<file path="src/rtl/data_bus.sv">
// rtl/data_bus.sv - core data bus: word RAM, hex display, debounced switches, timer/compare
module data_bus #(
  parameter int RAM_WORDS = 64,
  parameter int DEBOUNCE  = 4
) (
  input  logic        clk,
  input  logic        reset,
  input  logic        memwrite,
  input  logic [31:0] addr,
  input  logic [31:0] writedata,
  output logic [31:0] readdata,
  input  logic [4:0]  SW,
  output logic [6:0]  gled,
  output logic [6:0]  gled2,
  output logic [6:0]  gled3,
  output logic [6:0]  gled4
);

  localparam int AW = $clog2(RAM_WORDS);
  // Count only has to reach DEBOUNCE-1; the load happens on that cycle.
  localparam int CW = (DEBOUNCE < 2) ? 1 : $clog2(DEBOUNCE);

  // Word addresses (addr[15:2]) of the peripheral registers.
  localparam logic [13:0] WA_DISP  = 14'h3FC0;
  localparam logic [13:0] WA_SWREG = 14'h3FC1;
  localparam logic [13:0] WA_TIMER = 14'h3FC2;
  localparam logic [13:0] WA_CMP   = 14'h3FC3;
  localparam logic [13:0] WA_STAT  = 14'h3FC4;

  logic [31:0]   r_ram [RAM_WORDS];
  logic [15:0]   r_disp;
  logic [4:0]    r_sw_s1;
  logic [4:0]    r_sw_s2;
  logic [4:0]    r_sw_cand;
  logic [CW-1:0] r_db_cnt;
  logic [4:0]    r_swreg;
  logic [31:0]   r_timer;
  logic [31:0]   r_cmp;
  logic          r_match;

  logic [13:0]   w_word;
  logic          w_page0;
  logic          w_hit_ram;
  logic          w_hit_disp;
  logic          w_hit_swreg;
  logic          w_hit_timer;
  logic          w_hit_cmp;
  logic          w_hit_stat;
  logic [AW-1:0] w_ram_idx;
  logic [15:0]   w_disp_shown;
  logic          w_unused_addr;

  assign w_word      = addr[15:2];
  assign w_page0     = (addr[31:16] == 16'h0000);
  assign w_hit_ram   = w_page0 && (w_word < 14'(RAM_WORDS));
  assign w_hit_disp  = w_page0 && (w_word == WA_DISP);
  assign w_hit_swreg = w_page0 && (w_word == WA_SWREG);
  assign w_hit_timer = w_page0 && (w_word == WA_TIMER);
  assign w_hit_cmp   = w_page0 && (w_word == WA_CMP);
  assign w_hit_stat  = w_page0 && (w_word == WA_STAT);
  assign w_ram_idx   = addr[AW+1:2];
  assign w_unused_addr = ^addr[1:0];

  // Active-low segments, bit0=a .. bit6=g.
  function automatic logic [6:0] seg7(input logic [3:0] h);
    case (h)
      4'h0: seg7 = 7'b1000000;
      4'h1: seg7 = 7'b1111001;
      4'h2: seg7 = 7'b0100100;
      4'h3: seg7 = 7'b0110000;
      4'h4: seg7 = 7'b0011001;
      4'h5: seg7 = 7'b0010010;
      4'h6: seg7 = 7'b0000010;
      4'h7: seg7 = 7'b1111000;
      4'h8: seg7 = 7'b0000000;
      4'h9: seg7 = 7'b0010000;
      4'hA: seg7 = 7'b0001000;
      4'hB: seg7 = 7'b0000011;
      4'hC: seg7 = 7'b1000110;
      4'hD: seg7 = 7'b0100001;
      4'hE: seg7 = 7'b0000110;
      default: seg7 = 7'b0001110;
    endcase
  endfunction

  // Blank to zeros while reset is held, even before the first reset edge.
  assign w_disp_shown = reset ? r_disp : 16'h0000;
  assign gled  = seg7(w_disp_shown[3:0]);
  assign gled2 = seg7(w_disp_shown[7:4]);
  assign gled3 = seg7(w_disp_shown[11:8]);
  assign gled4 = seg7(w_disp_shown[15:12]);

  // Combinational load mux; anything unmapped reads as zero.
  always_comb begin
    readdata = 32'h0;
    if (w_hit_ram)        readdata = r_ram[w_ram_idx];
    else if (w_hit_disp)  readdata = {16'h0, r_disp};
    else if (w_hit_swreg) readdata = {27'h0, r_sw_s2 == r_sw_s2 ? r_swreg : 5'h0};
    else if (w_hit_timer) readdata = r_timer;
    else if (w_hit_cmp)   readdata = r_cmp;
    else if (w_hit_stat)  readdata = {31'h0, r_match};
  end

  // RAM store; contents survive reset and stores still land while reset is held.
  always_ff @(posedge clk) begin
    if (memwrite && w_hit_ram) r_ram[w_ram_idx] <= writedata;
  end

  // Display and compare registers written from the bus.
  always_ff @(posedge clk) begin
    if (!reset) begin
      r_disp <= 16'h0000;
      r_cmp  <= 32'hFFFF_FFFF;
    end else if (memwrite) begin
      if (w_hit_disp) r_disp <= writedata[15:0];
      if (w_hit_cmp)  r_cmp  <= writedata;
    end
  end

  // Free-running timer with bus load, and sticky MATCH where a set beats a clear.
  always_ff @(posedge clk) begin
    if (!reset) begin
      r_timer <= 32'h0;
      r_match <= 1'b0;
    end else begin
      if (memwrite && w_hit_timer) r_timer <= writedata;
      else                         r_timer <= r_timer + 32'd1;
      if (r_timer == r_cmp)                            r_match <= 1'b1;
      else if (memwrite && w_hit_stat && writedata[0]) r_match <= 1'b0;
    end
  end

  // Switch synchronizer and debouncer: candidate must hold DEBOUNCE cycles to replace SWREG.
  always_ff @(posedge clk) begin
    if (!reset) begin
      r_sw_s1   <= 5'h0;
      r_sw_s2   <= 5'h0;
      r_sw_cand <= 5'h0;
      r_db_cnt  <= '0;
      r_swreg   <= 5'h0;
    end else begin
      r_sw_s1 <= SW;
      r_sw_s2 <= r_sw_s1;
      if (r_sw_s2 == r_swreg) begin
        r_sw_cand <= r_sw_s2;
        r_db_cnt  <= '0;
      end else if (r_sw_s2 != r_sw_cand) begin
        r_sw_cand <= r_sw_s2;
        if (DEBOUNCE <= 1) begin
          r_swreg  <= r_sw_s2;
          r_db_cnt <= '0;
        end else begin
          r_db_cnt <= CW'(1);
        end
      end else if (r_db_cnt == CW'(DEBOUNCE - 1)) begin
        r_swreg  <= r_sw_s2;
        r_db_cnt <= '0;
      end else begin
        r_db_cnt <= r_db_cnt + 1'b1;
      end
    end
  end

endmodule

</file>
<file path="config.mk">
export PLATFORM = sky130hd
export DESIGN_NAME = data_bus
export DESIGN_NICKNAME = d
export VERILOG_FILES = /design/src/rtl/data_bus.sv
export SDC_FILE = /design/constraint.sdc
export NUM_CORES = 2
export LEC_CHECK = 0
export ABC_AREA = 1
export ABC_CLOCK_PERIOD_IN_PS = 3420
export CAP_MARGIN = 30
export CORE_ASPECT_RATIO = 0.6
export CORE_MARGIN = 3
export CORE_UTILIZATION = 45
export CTS_CLUSTER_SIZE = 30
export DETAILED_ROUTE_END_ITERATION = 7
export PLACE_DENSITY = 0.67
export SYNTH_ARGS = -nofsm -noshare
export SYNTH_HDL_FRONTEND = slang
export SYNTH_SLANG_ARGS = --single-unit
</file>
<file path="constraint.sdc">
create_clock -name clk -period 3.42 [get_ports clk]
set_input_delay 0.684 -clock clk [delete_from_list [all_inputs] [get_ports clk]]
set_output_delay 0.684 -clock clk [all_outputs]
set_load 0.05 [all_outputs]
</file>
==> reports/qor.tcl <==
set qor(buffer_ports.inserted) 129
set qor(violations) {design-rule violations, negative setup slack}
set qor(post-route-cell-area_um2) 111000
set qor(dpl_worst_slack_ns) -0.755
set qor(initial_core_util) 0.457
set qor(ant_nets) 0
set qor(gr-total-overflow) 0
set qor(die-area_um2) 207000
set qor(drc) 3
set qor(worst_pin_slew_ns) 1.08
set qor(crit_path_end_kind) {output pin}
set qor(crit_path_max_fanout) 17
set qor(timing_worst_setup_path_type) {in -> out}
set qor(postSynth.topFlopCell) {sky130_fd_sc_hd__edfxtp_1}
set qor(synthMuxAreaShare) 0
set qor(first_global_vias) 63700
set qor(synthesis.area_um2) 90700
set qor(number_of_hold_buffers_added_after_cts) 0
set qor(crit_path_max_incr_delay_ns) 0.32
set qor(skew_ns) 0.0171
set qor(synth-edff-count) 2048
set qor(post_synth_and_or_nand_nor_area_fraction) 0.242
set qor(h-tree-depth) 4
set qor(max-cap-violations) 0
set qor(floorplan.die.width_um) 586
set qor(cp.required_ns) 2.74
set qor(layout_commonest_cell) {sky130_fd_sc_hd__nand2_1}
set qor(vias_per_instance) 5.56
set qor(post_dp_cell_area_um2) 102000
set qor(cts_root_buf) {sky130_fd_sc_hd__clkbuf_16}
set qor(hold_path.class) {in -> reg}
set qor(synth_top_family_by_area) {simple AND/OR/NAND/NOR gates}
set qor(wp_data_arrival_ns) 2.90
set qor(irDropWorstVdd_v) 0.000422
set qor(outcome) {finished, violations left}
set qor(clock_insertion_delay_worst_skew_ns) 0.84
set qor(areaGrowthSynthToFinish_pct) 22.0
set qor(clk_transition_reported_paths_ns) 0.06
set qor(grt_setup_unrepaired) {true}
set qor(cts_buffers) 194
set qor(regToRegSetupSlack_ns) 0.69
set qor(routabilityCongestion) 0.922
set qor(worst_path_max_delay_cell) {sky130_fd_sc_hd__o21ai_4}
set qor(cellPowerDensity_nw_per_um2) 495
set qor(final-setup-viol-count) 27
set qor(grt_pass1_wl_mm) 430
set qor(postSynthRegisterBits) 2151
set qor(fill_cells) 16200
set qor(tritoncts_clock_tree) {built}
set qor(syn_area_per_cell_um2) 10.2
set qor(clock_tree.buffer_depth) 4
set qor(layout_min_cycle_time_ns) 3.58
set qor(synth_sequential_area_ratio) 0.700
set qor(post-dp-hpwl_mm) 188
set qor(route.vias.total) 67800
set qor(critical_path_buf_inv_count) 7
set qor(final_core_occ) 0.558
set qor(grt_util_all_layers) 0.281
set qor(ys.warnings.count) 0
set qor(crit_family) {buffers and inverters}
set qor(netlist_instances) 8870
set qor(core-area_um2) 198000
set qor(grt_antenna_before_repair) 13
set qor(net_count_after_synthesis) 8968
set qor(timing.max_slew.rel_slack) 0.280
set qor(die_y_um) 354
set qor(cts_sinks) 2151
set qor(synth-async-reset-ratio) 0
set qor(static-leakage-power_nw) 44.3
set qor(hold-worst-slack_ns) 0.163
set qor(layout_common_cells) {4670 x sky130_fd_sc_hd__nand2_1, 2048 x sky130_fd_sc_hd__edfxtp_1, 381 x sky130_fd_sc_hd__buf_4}
set qor(largest_net_degree_at_the_start_of_global_routing) 80
set qor(post_synth_fa_ha_maj_area_fraction) 0.00359
set qor(synth_cell_type_count) 33
set qor(final.setup.worst_slack_ns) -0.165
set qor(aggregate_routed_wire_length_mm) 298
set qor(floorplan.io_pins) 132
set qor(final-max-slew-violation-count) 0
set qor(avgRoutedWirePerCell_um) 24.4
set qor(first_iter_violations) 9636
set qor(final_cycle_utilization_of_the_critical_path) 1.05
set qor(max_clock_freq_ghz) 0.279
set qor(final-hold-violation-count) 0
set qor(critical_path.most_common_cell) {sky130_fd_sc_hd__buf_12}
set qor(synth_xor_area_frac) 0.00463
set qor(final_layout_size_suffix_gt1_frac) 0.148
set qor(path_cells) {buf_16 -> inv_16 -> buf_12 -> buf_12 -> buf_12 -> nand2_1 -> nand2_1 -> nand2_1 -> nand3_2 -> nand3_2 -> nand2_2 -> nand2_1 -> nand2_2 -> buf_12 -> o21ai_4 -> nand2_2 -> buf_12}
set qor(final_net_count) 9528
set qor(drt_first_pass_iters) 8
set qor(synth_area_in_compound_gates) 0.0171
set qor(cp-start-kind) {input port}
set qor(rows) 126
cells in the mapped netlist, types with 3 or more instances:
| cell | count | area share |
|---|---|---|
| sky130_fd_sc_hd__nand2_1 | 4825 | 0.20 |
| sky130_fd_sc_hd__nor2_2 | 6 | 0.00041 |
| sky130_fd_sc_hd__buf_2 | 80 | 0.0044 |
| sky130_fd_sc_hd__o211ai_1 | 28 | 0.0023 |
| sky130_fd_sc_hd__buf_1 | 46 | 0.0019 |
| sky130_fd_sc_hd__a21oi_1 | 88 | 0.0049 |
| sky130_fd_sc_hd__xnor2_1 | 14 | 0.0014 |
| sky130_fd_sc_hd__nand4_1 | 141 | 0.0097 |
| sky130_fd_sc_hd__o21ai_0 | 106 | 0.0058 |
| sky130_fd_sc_hd__clkbuf_1 | 320 | 0.013 |
| sky130_fd_sc_hd__dfxtp_1 | 103 | 0.023 |
| sky130_fd_sc_hd__ha_1 | 26 | 0.0036 |
| sky130_fd_sc_hd__buf_4 | 3 | 0.00025 |
| sky130_fd_sc_hd__a31oi_1 | 17 | 0.0012 |
| sky130_fd_sc_hd__inv_2 | 8 | 0.00033 |
| sky130_fd_sc_hd__nand3_1 | 365 | 0.020 |
| sky130_fd_sc_hd__or2_2 | 4 | 0.00028 |
| sky130_fd_sc_hd__o22ai_1 | 14 | 0.00097 |
| sky130_fd_sc_hd__xor2_1 | 34 | 0.0033 |
| sky130_fd_sc_hd__nor3_1 | 24 | 0.0013 |
| sky130_fd_sc_hd__inv_1 | 285 | 0.012 |
| sky130_fd_sc_hd__edfxtp_1 | 2048 | 0.68 |
| sky130_fd_sc_hd__nor2_1 | 244 | 0.010 |
| sky130_fd_sc_hd__o21ai_1 | 29 | 0.0016 |
metrics by stage:
stage	instances	TNS [ns]	total power [mW]
detailed placement	11800	-77.52	33.1
CTS	12200	-0.508	54.7
global route	12200	-3.56	56.2
global placement	11800	-188.77	33.0
finish	12200	-1.64	54.7
floorplan	8870	-217.50	31.0
flip-flops by register name, indices dropped and copies added, names as in the netlist:
| signal | cells |
|---|---|
| r_cmp | 32 |
| r_db_cnt | 2 |
| r_disp | 16 |
| r_match | 1 |
| r_ram | 2048 |
| r_sw_cand | 5 |
| r_sw_s1 | 5 |
| r_sw_s2 | 5 |
| r_swreg | 5 |
| r_timer | 32 |
report_power, final:
group	switching (mW)	internal, mW
Combinational	2.84	1.33
Clock	9.71	12.0
Sequential	0.0148	28.8
layout make-up:
class	count	area, um^2	share of cell area
Antenna cell	4	10.0	0.0000904
Clock buffer	245	5170	0.0468
Clock inverter	95	922	0.00833
Inverter	294	1160	0.0104
Multi-Input combinational cell	5976	25900	0.234
Sequential cell	2151	63600	0.574
Tap cell	2624	3280	0.0297
Timing Repair Buffer	812	10600	0.0961
Timing Repair inverter	1	11.3	0.000102
cells by family after synthesis:
logic type,count (synthesis)
buffers and inverters,743
adder cells (fa/ha/maj),26
AND/OR/NAND/NOR,5617
AO/OA/AOI/OAI,285
XOR/XNOR,48
flip-flops,2151
worst paths after layout:
| path | start | endpoint | depth (start not counted) |
|---|---|---|---|
| worst max register to register | r_timer[1] | r_timer[16] | 8 |
| worst min-delay path | writedata[11] | r_ram[63][11] | 1 |
| worst min register to register | r_sw_s1[4] | r_sw_s2[4] | 2 |
| worst max-delay path | addr[2] | readdata[16] | 17 |
timing repair:
action                     4_1_cts  5_1_grt
pin swaps                       73       61
buffers inserted                32       10
setup endpoints to repair       32       32
gates resized for setup        343      114
hold endpoints to repair         0        0
gates cloned                    17       10
routing by layer:
metal | up-vias | GRT usage | part of all wire
met5 | - | 0 | 0.000091
met4 | 4 | 0.0777 | 0.029
met3 | 455 | 0.0680 | 0.14
met2 | 4272 | 0.399 | 0.42
met1 | 32600 | 0.428 | 0.41
li1 | 30400 | - | -
(Power assumes the default switching activity.)
